<file path="src/rtl/pic.sv">
// ---------------------------------------------------------------------------
// pic -- 16-source programmable interrupt controller on the EVB command bus.
//
// Each source line int_pulse[i] latches into PENDING[i]. PENDING & ENABLE is
// the STATUS vector, and any STATUS bit raises mp_int. Software reaches four
// registers through the EVB bus, addressed by sub id evb_cmd_addr[3:0]:
//    0 PENDING (read, write-1-to-clear)   1 ENABLE (read/write)
//    2 STATUS  (read-only)                3 CLAIM  (read-only, lowest STATUS
//                                           index or 32'hFFFF_FFFF if none)
//    4-15 read as zero, writes ignored.
//
// Configuration macro:
//    PIC_EDGE_DETECT_EN  defined   -> PENDING[i] sets on a 0->1 transition
//                                     of int_pulse[i]
//                        undefined -> PENDING[i] sets on every clock edge
//                                     where int_pulse[i] is high
//
// Parameters:
//    DEVICE_ID        value of evb_cmd_addr[15:4] that selects this block
//
// Ports:
//    clk              single clock, rising edge
//    rst              synchronous, active-high reset
//    int_pulse[15:0]  interrupt source lines, bit i is source i
//    mp_int           interrupt request to the processor
//    evb_cmd_request  bus request, held by the master until finish
//    evb_cmd_addr     [15:4] device id, [3:0] register select
//    evb_cmd_wr_mask  byte write enables, 4'b0000 means read
//    evb_cmd_wr_data  write data
//    evb_cmd_finish   one-cycle completion pulse
//    evb_cmd_rd_data  read data, valid with finish and held until next read
// ---------------------------------------------------------------------------
module pic #(
   parameter logic [11:0] DEVICE_ID = 12'h001
) (
   input  logic        clk,
   input  logic        rst,
   input  logic [15:0] int_pulse,
   output logic        mp_int,
   input  logic        evb_cmd_request,
   input  logic [15:0] evb_cmd_addr,
   input  logic [3:0]  evb_cmd_wr_mask,
   input  logic [31:0] evb_cmd_wr_data,
   output logic        evb_cmd_finish,
   output logic [31:0] evb_cmd_rd_data
);

   // Register select values carried in evb_cmd_addr[3:0].
   typedef enum logic [3:0] {
      SUB_PENDING = 4'd0,
      SUB_ENABLE  = 4'd1,
      SUB_STATUS  = 4'd2,
      SUB_CLAIM   = 4'd3
   } sub_id_e;

   localparam logic [31:0] CLAIM_NONE = 32'hFFFF_FFFF;

   // -----------------------------------------------------------------------
   // State
   // -----------------------------------------------------------------------
   logic [15:0] pending;
   logic [15:0] enable;

   // -----------------------------------------------------------------------
   // Combinational signals
   // -----------------------------------------------------------------------
   logic        dev_match;
   logic        accept;
   logic        is_write;
   logic [3:0]  sub_id;
   logic [15:0] lane_mask;      // per-bit write enable for the stored lanes 0-1
   logic [15:0] src_set;        // sources that set PENDING on this edge
   logic [15:0] w1c_clear;      // PENDING bits cleared by a W1C on this edge
   logic [15:0] pending_next;
   logic [15:0] enable_next;
   logic [15:0] status;
   logic        claim_found;
   logic [3:0]  claim_idx;
   logic [31:0] claim_value;
   logic [31:0] rd_mux;

   // Write data bits 31:16 map onto lanes 2-3, which have no storage.
   logic        unused_wr_hi;
   assign unused_wr_hi = ^evb_cmd_wr_data[31:16];

   // -----------------------------------------------------------------------
   // Bus decode
   // -----------------------------------------------------------------------
   // Requiring finish low makes the earliest re-acceptance two cycles after
   // the previous one, since the master's request is still high during the
   // finish cycle.
   assign dev_match = (evb_cmd_addr[15:4] == DEVICE_ID);
   assign accept    = evb_cmd_request && dev_match && !evb_cmd_finish;
   assign is_write  = |evb_cmd_wr_mask;
   assign sub_id    = evb_cmd_addr[3:0];
   assign lane_mask = {{8{evb_cmd_wr_mask[1]}}, {8{evb_cmd_wr_mask[0]}}};

   // -----------------------------------------------------------------------
   // Source condition
   // -----------------------------------------------------------------------
`ifdef PIC_EDGE_DETECT_EN
   logic [15:0] int_prev;

   always_ff @(posedge clk) begin
      if (rst) begin
         int_prev <= '0;
      end else begin
         int_prev <= int_pulse;
      end
   end

   assign src_set = int_pulse & ~int_prev;
`else
   assign src_set = int_pulse;
`endif

   // -----------------------------------------------------------------------
   // Next-state logic
   // -----------------------------------------------------------------------
   // NOTE: every variable gets a default at the top of the always_comb so no
   // path leaves it unassigned, which would otherwise infer a latch.
   always_comb begin
      w1c_clear   = '0;
      enable_next = enable;
      if (accept && is_write) begin
         case (sub_id)
            SUB_PENDING: w1c_clear   = evb_cmd_wr_data[15:0] & lane_mask;
            SUB_ENABLE:  enable_next = (enable & ~lane_mask) |
                                       (evb_cmd_wr_data[15:0] & lane_mask);
            default:     ;
         endcase
      end
   end

   // The set term is OR-ed in after the clear, so a source firing on the
   // same edge as a W1C keeps its bit set.
   assign pending_next = (pending & ~w1c_clear) | src_set;

   // -----------------------------------------------------------------------
   // Status, claim and read mux (all from the current register values, so
   // a read sees state from before any same-edge update)
   // -----------------------------------------------------------------------
   assign status = pending & enable;
   assign mp_int = |status;

   // Lowest-numbered set STATUS bit wins.
   always_comb begin
      claim_found = 1'b0;
      claim_idx   = '0;
      for (int i = 0; i < 16; i++) begin
         if (!claim_found && status[i]) begin
            claim_found = 1'b1;
            claim_idx   = i[3:0];
         end
      end
   end

   assign claim_value = claim_found ? {28'h0, claim_idx} : CLAIM_NONE;

   always_comb begin
      rd_mux = '0;
      case (sub_id)
         SUB_PENDING: rd_mux = {16'h0, pending};
         SUB_ENABLE:  rd_mux = {16'h0, enable};
         SUB_STATUS:  rd_mux = {16'h0, status};
         SUB_CLAIM:   rd_mux = claim_value;
         default:     rd_mux = '0;
      endcase
   end

   // -----------------------------------------------------------------------
   // Registers
   // -----------------------------------------------------------------------
   // NOTE: sequential state is written only with non-blocking assignments so
   // every flop samples the pre-edge value of every other flop.
   // NOTE: reset is synchronous and clears every flop, including the read
   // data holding register, so nothing pending or half-accepted survives it
   // and an interrupted transaction simply never finishes.
   always_ff @(posedge clk) begin
      if (rst) begin
         pending         <= '0;
         enable          <= '0;
         evb_cmd_finish  <= 1'b0;
         evb_cmd_rd_data <= '0;
      end else begin
         pending        <= pending_next;
         enable         <= enable_next;
         evb_cmd_finish <= accept;
         // Read data is only captured on accepted reads; writes leave it.
         if (accept && !is_write) begin
            evb_cmd_rd_data <= rd_mux;
         end
      end
   end

endmodule

</file>
<file path="config.mk">
export PLATFORM = sky130hd
export DESIGN_NAME = pic
export DESIGN_NICKNAME = d
export VERILOG_FILES = /design/src/rtl/pic.sv
export SDC_FILE = /design/constraint.sdc
export NUM_CORES = 1
export LEC_CHECK = 0
export CAP_MARGIN = 20
export CELL_PAD_IN_SITES_DETAIL_PLACEMENT = 1
export CELL_PAD_IN_SITES_GLOBAL_PLACEMENT = 1
export CORE_MARGIN = 10
export CORE_UTILIZATION = 31
export DETAILED_ROUTE_END_ITERATION = 6
export GPL_TIMING_DRIVEN = 0
export PLACE_DENSITY = 0.85
export SLEW_MARGIN = 20
export SYNTH_ARGS = -nofsm -noshare
export SYNTH_HDL_FRONTEND = slang
export SYNTH_SLANG_ARGS = --single-unit
export TNS_END_PERCENT = 100
</file>
<file path="constraint.sdc">
create_clock -name clk -period 2.1 [get_ports clk]
set_input_delay 0.21 -clock clk [delete_from_list [all_inputs] [get_ports clk]]
set_output_delay 0.21 -clock clk [all_outputs]
set_load 0.02 [all_outputs]
</file>
==> flow_metrics.py <==
metrics = {
    "placed_design": {
        "dp_slack_ns": -0.368,
        "dp_hpwl_microns": 6920,
        "io_buffers": 87,
        "gp_congestion": 0.849,
    },
    "sta": {
        "clock.fmax_ghz": 0.495,
        "slew_headroom_pct": 61.3,
        "layout_min_cycle_time_ns": 2.02,
        "hold_violations": 0,
        "fin_ws_ns": 0.0809,
        "drv_slew": 0,
        "skew_ns": 0.00695,
        "timing.final.crit_share_pct": 96.1,
        "rsz0062_at_grt": "true",
        "tightest_slew_ns": 0.580,
        "setup_viol": 0,
    },
    "critical_path": {
        "reg2reg_to": "pending[10]",
        "crit_required_ns": 2.27,
        "cpMaxStageDelayCell": "clkdlybuf4s50_1",
        "r2r_cells": 7,
        "endpoint_kind": "flop",
        "r2r_start": "evb_cmd_finish",
        "worstPathArrival_ns": 2.19,
        "critical_path_class": "input pin to flop",
        "cp_num_buf_inv": 3,
        "cp_max_fo": 8,
        "cpPeakStageDelay_ns": 0.45,
        "crit_chain": "clkdlybuf4s50_1, nor4b_4, and4_1, clkbuf_1, nand4_1, buf_4, nor3b_1, nor3_1",
        "cp_top_family": "simple AND/OR/NAND/NOR gates",
        "start_kind": "input pin",
        "reg2reg_setup_slack_ns": 0.21,
    },
    "cts": {
        "cts_buffers": 5,
        "cts_tree": "built",
        "clk_pin_slew_ns": 0.09,
        "cts_root_buffer": "clkbuf_8",
        "clk_path_buf_depth": 2,
        "clk_latency_ns": 0.31,
        "cts_sinks": 50,
        "cts-htree-levels": 2,
    },
    "logic_synthesis": {
        "synthesis.nets": 361,
        "synth_edf_count": 0,
        "synth_area_leader_cell": "dfxtp_1",
        "synth.avg_cell_area_sq_um": 8.90,
        "async_reset_ff_share_pct": 0,
        "synth_cells": 290,
        "ys_warn_count": 0,
        "synth_cell_types": 41,
        "synth_top_area_share_pct": 38.8,
        "synth_area_sq_um": 2580,
        "synth_seq_area_share_pct": 38.8,
        "ys_top_cells_by_area": "dfxtp_1, mux2i_1, nor2_1",
        "ys_seq_elements": 50,
        "synth_top_flop_cell": "dfxtp_1",
    },
    "power_and_ir_drop": {
        "p_per_area_nw_per_um2": 483,
        "irDropWorstVdd_mv": 0.249,
        "power.total_w": 0.00181,
        "power.leakage_nw": 1.52,
    },
    "detailed_routing": {
        "drtAntennaViolNets": 0,
        "drc": 0,
        "vias": 2574,
        "drt_first_iter_violations": 97,
        "wl_per_cell_microns": 17.3,
        "viasPerCell": 5.19,
        "drt_wl_total_microns": 8590,
        "first_pass_iters": 4,
    },
    "grt": {
        "grt_util_met3_pct": 2.76,
        "grt_overflow": 0,
        "grt_busiest_layer": "met2",
        "use_met1_pct": 15.0,
        "grt_usage_pct": 13.2,
        "grt_antenna_before_repair": 0,
        "grt_pass1_vias": 2765,
        "grt_max_degree": 18,
        "use_met2_pct": 24.2,
        "grt_pass1_wl_microns": 13900,
    },
    "floorplanning": {
        "dieArea_sq_um": 12400,
        "die_w_microns": 111,
        "io_pins": 105,
        "initial_core_util_pct": 31.6,
        "core_area_sq_um": 8180,
        "die_height_microns": 111,
        "row_count": 33,
    },
    "final_layout": {
        "drive_above_1_share_pct": 12.8,
        "nets": 461,
        "utilization_pct": 45.8,
        "final_common_cell": "clkdlybuf4s50_1",
        "most-common-layout-cells": "clkdlybuf4s50_1, dfxtp_1, nor2_1",
        "n_antenna_cell": 0,
        "area_delta_synth_final_pct": 45.0,
    },
    "min_path": {
        "min_from": "rst",
        "hold-path-cell-count": 2,
        "min_delay_worst_endpoint": "pending[4]",
        "min_path_type": "input pin to flop",
    },
    "run": {
        "maxCapViolCount": 0,
    },
    "run_status": {
        "outcome": "finished, final reports clean",
    },
}
[cell type report]
type                    count  area [sq um]
clock inverters             3          21.3
flip-flops and latches     50          1000
repair buffers             93           913
inverters                  13          48.8
fillers                   959          4430
well taps                 105           131
multi-input cells         200          1390
plain buffers              27           169
clock buffers               5          68.8
[timing repair]
| item | 4_1_cts | 5_1_grt |
|---|---|---|
| hold endpoints to repair | 0 | 0 |
| hold buffers | 0 | 0 |
| endpoints found under the setup margin | 9 | 25 |
| pin swaps | 2 | 5 |
| buffers inserted | 2 | 4 |
| gates resized for setup | 4 | 8 |
[per-layer routing]
metal	wire [microns]	share of wire, %
met3	405	4.7
met4	108	1.3
met1	3680	43
met2	4400	51
met5	0	0
[through the flow]
step                std cells  hold slack, ns  setup TNS [ns]  cell area [sq um]
floorplan                 290           0.354               0               2580
global placement          482           0.471           -7.91               3580
detailed placement        482           0.473           -9.70               3580
CTS                       492           0.436        -0.00488               3690
global route              496           0.468          -0.689               3740
finish                    496           0.416               0               3740
[cell usage after synthesis, types with 6 or more instances]
library cell,instances
nor3_1,17
a22oi_1,6
clkbuf_1,8
o21ai_0,17
dfxtp_1,50
nand2_1,16
nor3b_1,16
nor2_1,38
a221o_1,14
inv_1,13
mux2i_1,17
a22o_1,15
buf_4,15
[worst max-delay path by stage]
stage / endpoint / slack, ns / depth (start not counted) / start
finish: pending[10] / 0.08 / 8 / evb_cmd_addr[12]
global route: pending[7] / -0.09 / 8 / evb_cmd_addr[8]
CTS: mp_int / -0.005 / 5 / pending[12]
detailed placement: pending[10] / -0.37 / 7 / evb_cmd_addr[12]
global placement: pending[15] / -0.30 / 7 / evb_cmd_addr[12]
floorplan: evb_cmd_rd_data[6] / 0.45 / 6 / evb_cmd_finish
[report_power, final]
group,internal (W),total (W),switching [W],leakage [nW]
sequential,0.000970,0.00100,0.0000314,0.409
clock,0.000235,0.000566,0.000331,0.0441
combinational,0.000135,0.000239,0.000104,1.07
[cell families (layout without fill, tap and decap cells)]
logic type                after synthesis  after routing  share of synthesized area (%)
AOI/OAI and AO/OA                      68             68                           20.2
DFF                                    50             50                           38.8
xor gates and xnor gates                1              1                          0.339
buffers and inverters                  40            141                           8.43
and+or+nand+nor                       114            114                           25.6
muxes                                  17             17                           6.59
Power figures use the tool's default switching activity.
